## config.mk

```make
export PLATFORM = sky130hd
export DESIGN_NAME = gold_vc_arbiter_flat
export DESIGN_NICKNAME = d
export VERILOG_FILES = /design/src/rtl/gold_ring_pkg.sv /design/src/rtl/gold_vc_arbiter_if.sv /design/src/rtl/gold_rr_pick.sv /design/src/rtl/gold_vc_arbiter.sv /design/src/flat_wrapper.sv
export SDC_FILE = /design/constraint.sdc
export NUM_CORES = 1
export LEC_CHECK = 0
export CAP_MARGIN = 20
export CORE_ASPECT_RATIO = 0.75
export CORE_MARGIN = 3
export CORE_UTILIZATION = 40
export DETAILED_ROUTE_END_ITERATION = 8
export PLACE_DENSITY = 0.88
export SETUP_SLACK_MARGIN = 0.2
export SLEW_MARGIN = 10
export SYNTH_ARGS = -nofsm -noshare
export SYNTH_HDL_FRONTEND = slang
export SYNTH_SLANG_ARGS = --single-unit
```

## constraint.sdc

```tcl
create_clock -name clk -period 5.55 [get_ports clk]
set_input_delay 1.3875 -clock clk [delete_from_list [all_inputs] [get_ports clk]]
set_output_delay 1.3875 -clock clk [all_outputs]
set_load 0.05 [all_outputs]
```

## src/rtl/gold_ring_pkg.sv

```systemverilog
// rtl/gold_ring_pkg.sv - shared widths, VC and requester constants for the ring arbiter
package gold_ring_pkg;
   localparam int DW    = 64;
   localparam int NREQ  = 3;
   localparam int PTR_W = 2;

   localparam logic VC_EVEN = 1'b0;
   localparam logic VC_ODD  = 1'b1;

   localparam int REQ_CW  = 0;
   localparam int REQ_CCW = 1;
   localparam int REQ_PE  = 2;

   function automatic logic [PTR_W-1:0] ptr_inc(input logic [PTR_W-1:0] p, input int n);
      return (int'(p) + 1 >= n) ? '0 : p + 1'b1;
   endfunction
endpackage

```

## src/rtl/gold_vc_arbiter_if.sv

```systemverilog
// rtl/gold_vc_arbiter_if.sv - requester/downstream bundle for the VC arbiter
interface gold_vc_arbiter_if #(
   parameter int DW   = gold_ring_pkg::DW,
   parameter int NREQ = gold_ring_pkg::NREQ
);
   import gold_ring_pkg::*;

   logic [NREQ-1:0]    req_vld;
   logic [NREQ-1:0]    req_vc;
   logic [NREQ*DW-1:0] req_data;
   logic [1:0]         out_ri;
   logic [NREQ-1:0]    grant;
   logic               out_so;
   logic [DW-1:0]      out_do;
   logic               out_vc;
   logic               polarity;

   modport master (
      output req_vld, req_vc, req_data, out_ri,
      input  grant, out_so, out_do, out_vc, polarity
   );

   modport slave (
      input  req_vld, req_vc, req_data, out_ri,
      output grant, out_so, out_do, out_vc, polarity
   );
endinterface

```

## src/rtl/gold_rr_pick.sv

```systemverilog
// rtl/gold_rr_pick.sv - combinational round-robin picker starting at a pointer
module gold_rr_pick #(
   parameter int NREQ  = gold_ring_pkg::NREQ,
   parameter int PTR_W = gold_ring_pkg::PTR_W
) (
   input  logic [NREQ-1:0]  i_elig,
   input  logic [PTR_W-1:0] i_ptr,
   output logic [NREQ-1:0]  o_onehot,
   output logic [PTR_W-1:0] o_idx
);
   import gold_ring_pkg::*;

   int w_j;

   // Scan farthest offset first so the nearest eligible slot overwrites the rest.
   always_comb begin
      o_onehot = '0;
      o_idx    = '0;
      w_j      = 0;
      for (int k = NREQ - 1; k >= 0; k--) begin
         w_j = (int'(i_ptr) + k) % NREQ;
         if (i_elig[w_j]) begin
            o_onehot       = '0;
            o_onehot[w_j]  = 1'b1;
            o_idx          = PTR_W'(w_j);
         end
      end
   end
endmodule

```

## src/rtl/gold_vc_arbiter.sv

```systemverilog
// rtl/gold_vc_arbiter.sv - two-VC alternating arbiter with per-VC round-robin pointers
module gold_vc_arbiter #(
   parameter int DW   = gold_ring_pkg::DW,
   parameter int NREQ = gold_ring_pkg::NREQ
) (
   input  logic               clk,
   input  logic               reset,
   gold_vc_arbiter_if.slave   bus
);
   import gold_ring_pkg::*;

   logic                r_pol;
   logic [PTR_W-1:0]    r_ptr [2];
   logic                r_so;
   logic [DW-1:0]       r_do;
   logic                r_vc;

   logic [NREQ-1:0]     w_vc_match;
   logic [NREQ-1:0]     w_elig;
   logic [NREQ-1:0]     w_onehot;
   logic [PTR_W-1:0]    w_idx;
   logic [PTR_W-1:0]    w_ptr;
   logic                w_any;

   assign w_vc_match = r_pol ? bus.req_vc : ~bus.req_vc;
   assign w_elig     = bus.req_vld & w_vc_match & {NREQ{bus.out_ri[r_pol] & ~reset}};
   assign w_ptr      = r_ptr[r_pol];

   gold_rr_pick #(
      .NREQ  (NREQ),
      .PTR_W (PTR_W)
   ) u_pick (
      .i_elig   (w_elig),
      .i_ptr    (w_ptr),
      .o_onehot (w_onehot),
      .o_idx    (w_idx)
   );

   assign w_any        = |w_onehot;
   assign bus.grant    = w_onehot;
   assign bus.out_so   = r_so;
   assign bus.out_do   = r_do;
   assign bus.out_vc   = r_vc;
   assign bus.polarity = r_pol;

   // Only the served VC's pointer moves; the idle VC keeps its place.
   always_ff @(posedge clk) begin
      if (reset) begin
         r_pol    <= VC_EVEN;
         r_ptr[0] <= '0;
         r_ptr[1] <= '0;
         r_so     <= 1'b0;
         r_do     <= '0;
         r_vc     <= VC_EVEN;
      end else begin
         r_pol <= ~r_pol;
         if (w_any) begin
            r_ptr[r_pol] <= ptr_inc(w_idx, NREQ);
            r_so         <= 1'b1;
            r_do         <= bus.req_data[int'(w_idx)*DW +: DW];
            r_vc         <= r_pol;
         end else begin
            r_so <= 1'b0;
         end
      end
   end
endmodule

```

## src/flat_wrapper.sv

```systemverilog
// flat-port wrapper written by rule: the top's interface ports become plain ports
module gold_vc_arbiter_flat import gold_ring_pkg::*;
#(
   parameter int DW   = gold_ring_pkg::DW,
   parameter int NREQ = gold_ring_pkg::NREQ
)
  (clk, reset, bus_req_vld, bus_req_vc, bus_req_data, bus_out_ri, bus_grant, bus_out_so, bus_out_do, bus_out_vc, bus_polarity);
  gold_vc_arbiter_if #(.DW(DW), .NREQ(NREQ)) bus_i ();
  input  logic clk;
  input  logic reset;
  input wire logic [$bits(bus_i.req_vld)-1:0] bus_req_vld;
  input wire logic [$bits(bus_i.req_vc)-1:0] bus_req_vc;
  input wire logic [$bits(bus_i.req_data)-1:0] bus_req_data;
  input wire logic [$bits(bus_i.out_ri)-1:0] bus_out_ri;
  output wire logic [$bits(bus_i.grant)-1:0] bus_grant;
  output wire logic [$bits(bus_i.out_so)-1:0] bus_out_so;
  output wire logic [$bits(bus_i.out_do)-1:0] bus_out_do;
  output wire logic [$bits(bus_i.out_vc)-1:0] bus_out_vc;
  output wire logic [$bits(bus_i.polarity)-1:0] bus_polarity;
  assign bus_i.req_vld = bus_req_vld;
  assign bus_i.req_vc = bus_req_vc;
  assign bus_i.req_data = bus_req_data;
  assign bus_i.out_ri = bus_out_ri;
  assign bus_grant = bus_i.grant;
  assign bus_out_so = bus_i.out_so;
  assign bus_out_do = bus_i.out_do;
  assign bus_out_vc = bus_i.out_vc;
  assign bus_polarity = bus_i.polarity;
  gold_vc_arbiter #(.DW(DW), .NREQ(NREQ)) u_core (.clk(clk), .reset(reset), .bus(bus_i));
endmodule
```

# Word-level counts from Yosys, hierarchy flattened
# Memories as Yosys holds them, arrays and structs flattened. A register that Yosys moved wholly into a read port is not among the register bits.
# Cells that the tools add are included.
totals:
  in_bits: 202
  mem_count: 1
  elab_cells: 66
  output_inout_bits: 70
  ram_bits: 4
  register_bits: 67
op_classes:
  n_bitwise: 6
  mux: 34
  n_lt_le_gt_ge: 8
  div_mod_pow: 3
  add_sub_neg: 4
  reduce_logical: 5
  shifts: 1
memory_table:
  columns: ["name", "depth", "width", "read_ports", "rd_ports_with_merged_regs", "wr", "line", "source"]
  rows:
  - ["u_core.r_ptr", 2, 2, 1, 1, 2, "gold_vc_arbiter.sv:13", "logic [PTR_W-1:0] r_ptr [2];"]
ops:
  columns: ["cell", "count"]
  rows:
  - ["variable part select 192 x 9 -> 64 bit", 1]
  - [">= comparator 32 x 1 -> 1 bit, second input constant", 3]
  - ["< comparator 32 x 4 -> 1 bit, second input constant", 3]
  - ["remainder unit 32 x 3 -> 32 bit, second input constant", 2]
  - [">= comparator 32 x 3 -> 1 bit, second input constant", 1]
  - ["remainder unit 3 x 3 -> 32 bit, second input constant", 1]
  - ["two-way mux 1 bit", 19]
  - ["two-way mux 3 bit", 4]
  - ["two-way mux 2 bit", 5]
  - ["adder 2 x 1 -> 3 bit, second input constant", 2]
  - ["AND 3 bit", 2]
  - ["binary-select mux 1 bit (select 2 bit)", 3]
  - ["demux 1 bit (select 2 bit)", 3]
  - ["adder 2 x 2 -> 3 bit, second input constant", 1]
  - ["logical AND 1 bit", 3]
  - ["NOT 3 bit", 1]
  - ["OR reduction 3 bit", 1]
  - ["adder 2 x 1 -> 2 bit, second input constant", 1]
  - ["< comparator 1 x 2 -> 1 bit, second input constant", 1]
  - ["NOT 1 bit", 2]
  - ["OR reduction 2 bit", 1]
  - ["AND 1 bit", 1]

# Depth between registers and ports, before layout
logic_depth:
  ltp_word: 16
  depth_mapped: 15
  mapped_depth_nobuf: 11

# By module
# Synthesis repeated with hierarchy kept, for this count alone.
unflattened:
  cells_unflattened: 445
  hier_area_um2: 4115.2
by_module_without_submodules:
  columns: ["mod", "cells_per_inst", "seq_area_each_um2", "area_per_inst_um2", "n_inst"]
  rows:
  - ["gold_vc_arbiter", 403, 1461.4, 3827.4, 1]
  - ["gold_rr_pick", 42, 0.0, 287.8, 1]

# Worst setup path before layout
# No wires, ideal clock.
synth_timing:
  kind: "input -> output"
  from: "in reset"
  to: "out bus_grant[2]"
  path_buffers: 1
  path_stages: 6
  required_time_ps: 4163
  path_slack_ps: 1050
  arrival_ps: 3112
  path_cell_list: "clkbuf_1 -> nor2b_1 -> o21a_1 -> nand2_1 -> o31a_1 -> a21oi_1"
synth_via:
  elab_chain_len: 9
  elab_cells_between_ends: 15
  cone_classes: "mux (12); bitwise (3)"
synth_lines:
  columns: ["element", "line", "source"]
  rows:
  - ["start: declaration", "flat_wrapper.sv:10", "input logic reset;"]
  - ["NOT 1 bit (*)", "gold_vc_arbiter.sv:26", "assign w_elig = bus.req_vld & w_vc_match & {NREQ{bus.out_ri[r_pol] & ~reset}};"]
  - ["AND 1 bit (*)", "gold_vc_arbiter.sv:26", null]
  - ["AND 3 bit (*)", "gold_vc_arbiter.sv:26", null]
  - ["binary-select mux 1 bit (select 2 bit)", "gold_rr_pick.sv:22", "if (i_elig[w_j]) begin"]
  - ["two-way mux 1 bit (not written as such) (2 in a row)", "gold_rr_pick.sv:22", null]
  - ["two-way mux 3 bit (2 in a row)", "gold_rr_pick.sv:22", null]
  - ["two-way mux 3 bit (*)", "gold_rr_pick.sv:22", null]
  - ["end: declaration", "flat_wrapper.sv:15", "output wire logic [$bits(bus_i.grant)-1:0] bus_grant;"]
# Mark *: on every way between the ends. The rest lies on a longest branch, timed or not. The select of a mux whose other input is x is not followed.

# Final worst setup path
layout_timing:
  from: "in bus_out_ri[0]"
  to: "out bus_grant[1]"
layout_via:
  elab_chain_len: 10
  elab_cells_between_ends: 16
  cone_classes: "mux (14); bitwise (2)"
layout_lines:
  columns: ["element", "line", "source"]
  rows:
  - ["start: declaration", "flat_wrapper.sv:14", "input wire logic [$bits(bus_i.out_ri)-1:0] bus_out_ri;"]
  - ["two-way mux 1 bit (not written as such) (*) (2 in a row)", "gold_vc_arbiter.sv:26", null]
  - ["AND 1 bit (*)", "gold_vc_arbiter.sv:26", null]
  - ["AND 3 bit (*)", "gold_vc_arbiter.sv:26", null]
  - ["binary-select mux 1 bit (select 2 bit)", "gold_rr_pick.sv:22", null]
  - ["two-way mux 1 bit (not written as such) (2 in a row)", "gold_rr_pick.sv:22", null]
  - ["two-way mux 3 bit (2 in a row)", "gold_rr_pick.sv:22", null]
  - ["two-way mux 3 bit (*)", "gold_rr_pick.sv:22", null]
# Marks and branches as above.

==> impl_metrics.json <==
{
  "postCtsSetupBuffers": 0,
  "synth_xor_area_frac": 0,
  "fin_crit_ns": 5.245,
  "tightest_slew_ns": 0.7782,
  "die-width_um": 124.4,
  "cts_buffers": 9,
  "peakVddDrop_uv": 266.1,
  "cts_root_buffer": "clkbuf_16",
  "finalHoldViolCount": 0,
  "status": "complete, no violations",
  "grt_usage": 0.2574,
  "clock-sinks": 71,
  "vias": 4826,
  "htreeDepth": 3,
  "final_core_util": 0.7218,
  "reg2reg_slack_ns": 1.51,
  "worstSetupPathType": "in2out",
  "ys_top_cells_by_area": "dfxtp_1, a22o_1, a211oi_2",
  "yosysUniqueCellTypes": 51,
  "async_reset_ff_frac": 0,
  "synth-main-ff-cell": "dfxtp_1",
  "cp_data_required_time_ns": 4.16,
  "yosysMostFrequentCell": "dfxtp_1",
  "total_power_uw": 2960,
  "finalClockSkew_ns": 0.008081,
  "ant_nets": 0,
  "grt_pass1_wl_um": 24890,
  "path_clk_slew_ns": 0.05,
  "syn_avg_cell_area_sq_um": 9.263,
  "yosys.area.top_type_share": 0.3190,
  "synth-seq-cells": 71,
  "synth-adder-area-share": 0.01190,
  "num_rows": 31,
  "pin_count": 272,
  "die_area_sq_um": 11790,
  "synth_edf_count": 4,
  "post_cts_resized": 0,
  "timing.final.crit_share": 0.9450,
  "core_sq_um": 9930,
  "drive_above_1_share": 0.1148,
  "die_y_um": 94.80,
  "ys_top_cells_by_count": "dfxtp_1, nor3_1, a21oi_1, a22o_1, a211oi_2",
  "yosysWarnings": 0,
  "synth_top_cell_by_area": "dfxtp_1",
  "placement.io_buffers": 271,
  "grt_overflow": 0,
  "syn_inst": 454,
  "synth_top_family_by_area": "compound AO/OA/AOI/OAI gates",
  "arrival_ns": 3.86,
  "synth_compound_area_frac": 0.4273,
  "muxShareOfSynthArea": 0.007438,
  "drc": 0,
  "crit_fanout": 6,
  "synth_area_sq_um": 4205,
  "syn_nets": 660,
  "clkLatencyLatePin_ns": 0.33,
  "rsz0062_at_grt": "no",
  "place_hpwl_um": 11670,
  "cts.path.max_buffers": 2,
  "fmax_mhz": 190.7,
  "slew_headroom": 0.4812,
  "totalWireLength_um": 16010,
  "grt_pass1_vias": 4916,
  "drt-wirelength-per-cell_um": 19.31,
  "setup_viol": 0,
  "synth-simple-area-share": 0.1336,
  "power_density_nw_per_um2": 413.0,
  "maxCapViolCount": 0,
  "syn_to_final_growth_pct": 70.43,
  "num_antenna_cells": 0,
  "cp-end-kind": "primary output",
  "hold_buffers": 0,
  "hold_path.class": "reg2reg",
  "yosysSeqAreaShare": 0.3475,
  "leakagePower_uw": 0.002537,
  "tns_ns": 0,
  "grt_max_degree": 67,
  "antenna_found_initial": 0,
  "cp-start-kind": "input pin",
  "maxSlewViolCount": 0,
  "gp_congestion": 0.9942,
  "vias_per_cell": 5.821,
  "final_nets": 898,
  "drt_iter0_drc": 229,
  "tritoncts": "built",
  "start_util": 0.4235,
  "firstDrtPassIters": 5
}
-- stage by stage --
| stage | cells | instance area, sq um | setup WS (ns) | hold slack (ns) |
|---|---|---|---|---|
| floorplan | 454 | 4205 | 1.050 | 0.6879 |
| global placement | 813 | 6890 | 0.3851 | 0.4543 |
| detailed placement | 813 | 6890 | 0.3452 | 0.4592 |
| CTS | 829 | 7167 | 0.3262 | 0.4672 |
| global route | 829 | 7167 | 0.2226 | 0.4850 |
| finish | 829 | 7167 | 0.3052 | 0.4641 |
-- sequential cells by signal (all words and copies together) (netlist names) --
name                 count
u_core.bus.out_do       64
u_core.r_ptr             4
u_core.bus.out_so        1
u_core.bus.out_vc        1
u_core.bus.polarity      1
-- critical path, cell delays in order --
cell and delay (ns):
clkdlybuf4s50_1 0.49, nor3b_1 0.32, o21ai_2 0.19, o311a_1 0.41, mux2_2 0.26, clkdlybuf4s50_1 0.80
-- worst paths after layout --
kind,start,endpoint,cells past startpoint
hold / removal,u_core.bus.out_vc$_SDFFE_PP0N_,u_core.bus.out_vc$_SDFFE_PP0N_,2
setup reg to reg,u_core.bus.polarity$_SDFF_PP0_,u_core.bus.out_do[59]$_SDFFE_PP0N_,13
setup / recovery,bus_out_ri[0],bus_grant[1],6
hold reg to reg,u_core.bus.out_vc$_SDFFE_PP0N_,u_core.bus.out_vc$_SDFFE_PP0N_,2
-- power breakdown --
group	leakage [uW]	switching, uW	total (uW)	internal (uW)
Combinational	0.00180	1040	1670	631
Sequential	0.000596	82.7	754	672
Clock	0.000140	209	535	326
Total	0.00254	1330	2960	1630
-- final cells by class --
class                      instances  area [sq um]
fill                             727          2763
multi-input combinational        325          2447
tap                              132         165.2
timing repair buffer             280          2798
sequential                        71          1461
inverter                           5         18.77
clock inverter                     3         16.27
clock buffer                      13         260.3
-- cell families (layout without fill, tap and decap cells) --
kind of cell               count (synthesis)  in the layout
buffers and inverters                     58            301
adders and majority gates                  4              4
AOI/OAI and AO/OA                        220            220
and+or+nand+nor                           98             98
muxes                                      3              3
DFF                                       71             71
-- metal layers --
metal,vias to the layer above,GRT usage,wire length [um]
met4,0,0.07208,276
met5,-,0,0
met2,236,0.4604,8097
li1,2266,-,-
met1,2302,0.2956,6257
met3,22,0.08875,1378
-- layout by cell type, fill, tap and decap left out, drive strengths merged, types with 3 or more instances in the layout --
master | synthesis | routed
clkdlybuf4s50 | 0 | 268
dfxtp | 67 | 67
nor3 | 66 | 66
a21oi | 65 | 65
a22o | 64 | 64
a211oi | 64 | 64
clkbuf | 27 | 13
buf | 26 | 12
nor2 | 7 | 7
o21ai | 7 | 7
inv | 5 | 6
nand2 | 5 | 5
nor2b | 4 | 4
ha | 4 | 4
edfxtp | 4 | 4
and3 | 4 | 4
nor3b | 4 | 4
o211ai | 3 | 3
o2111ai | 3 | 3
Note: power is estimated with default switching activity, not from simulation.
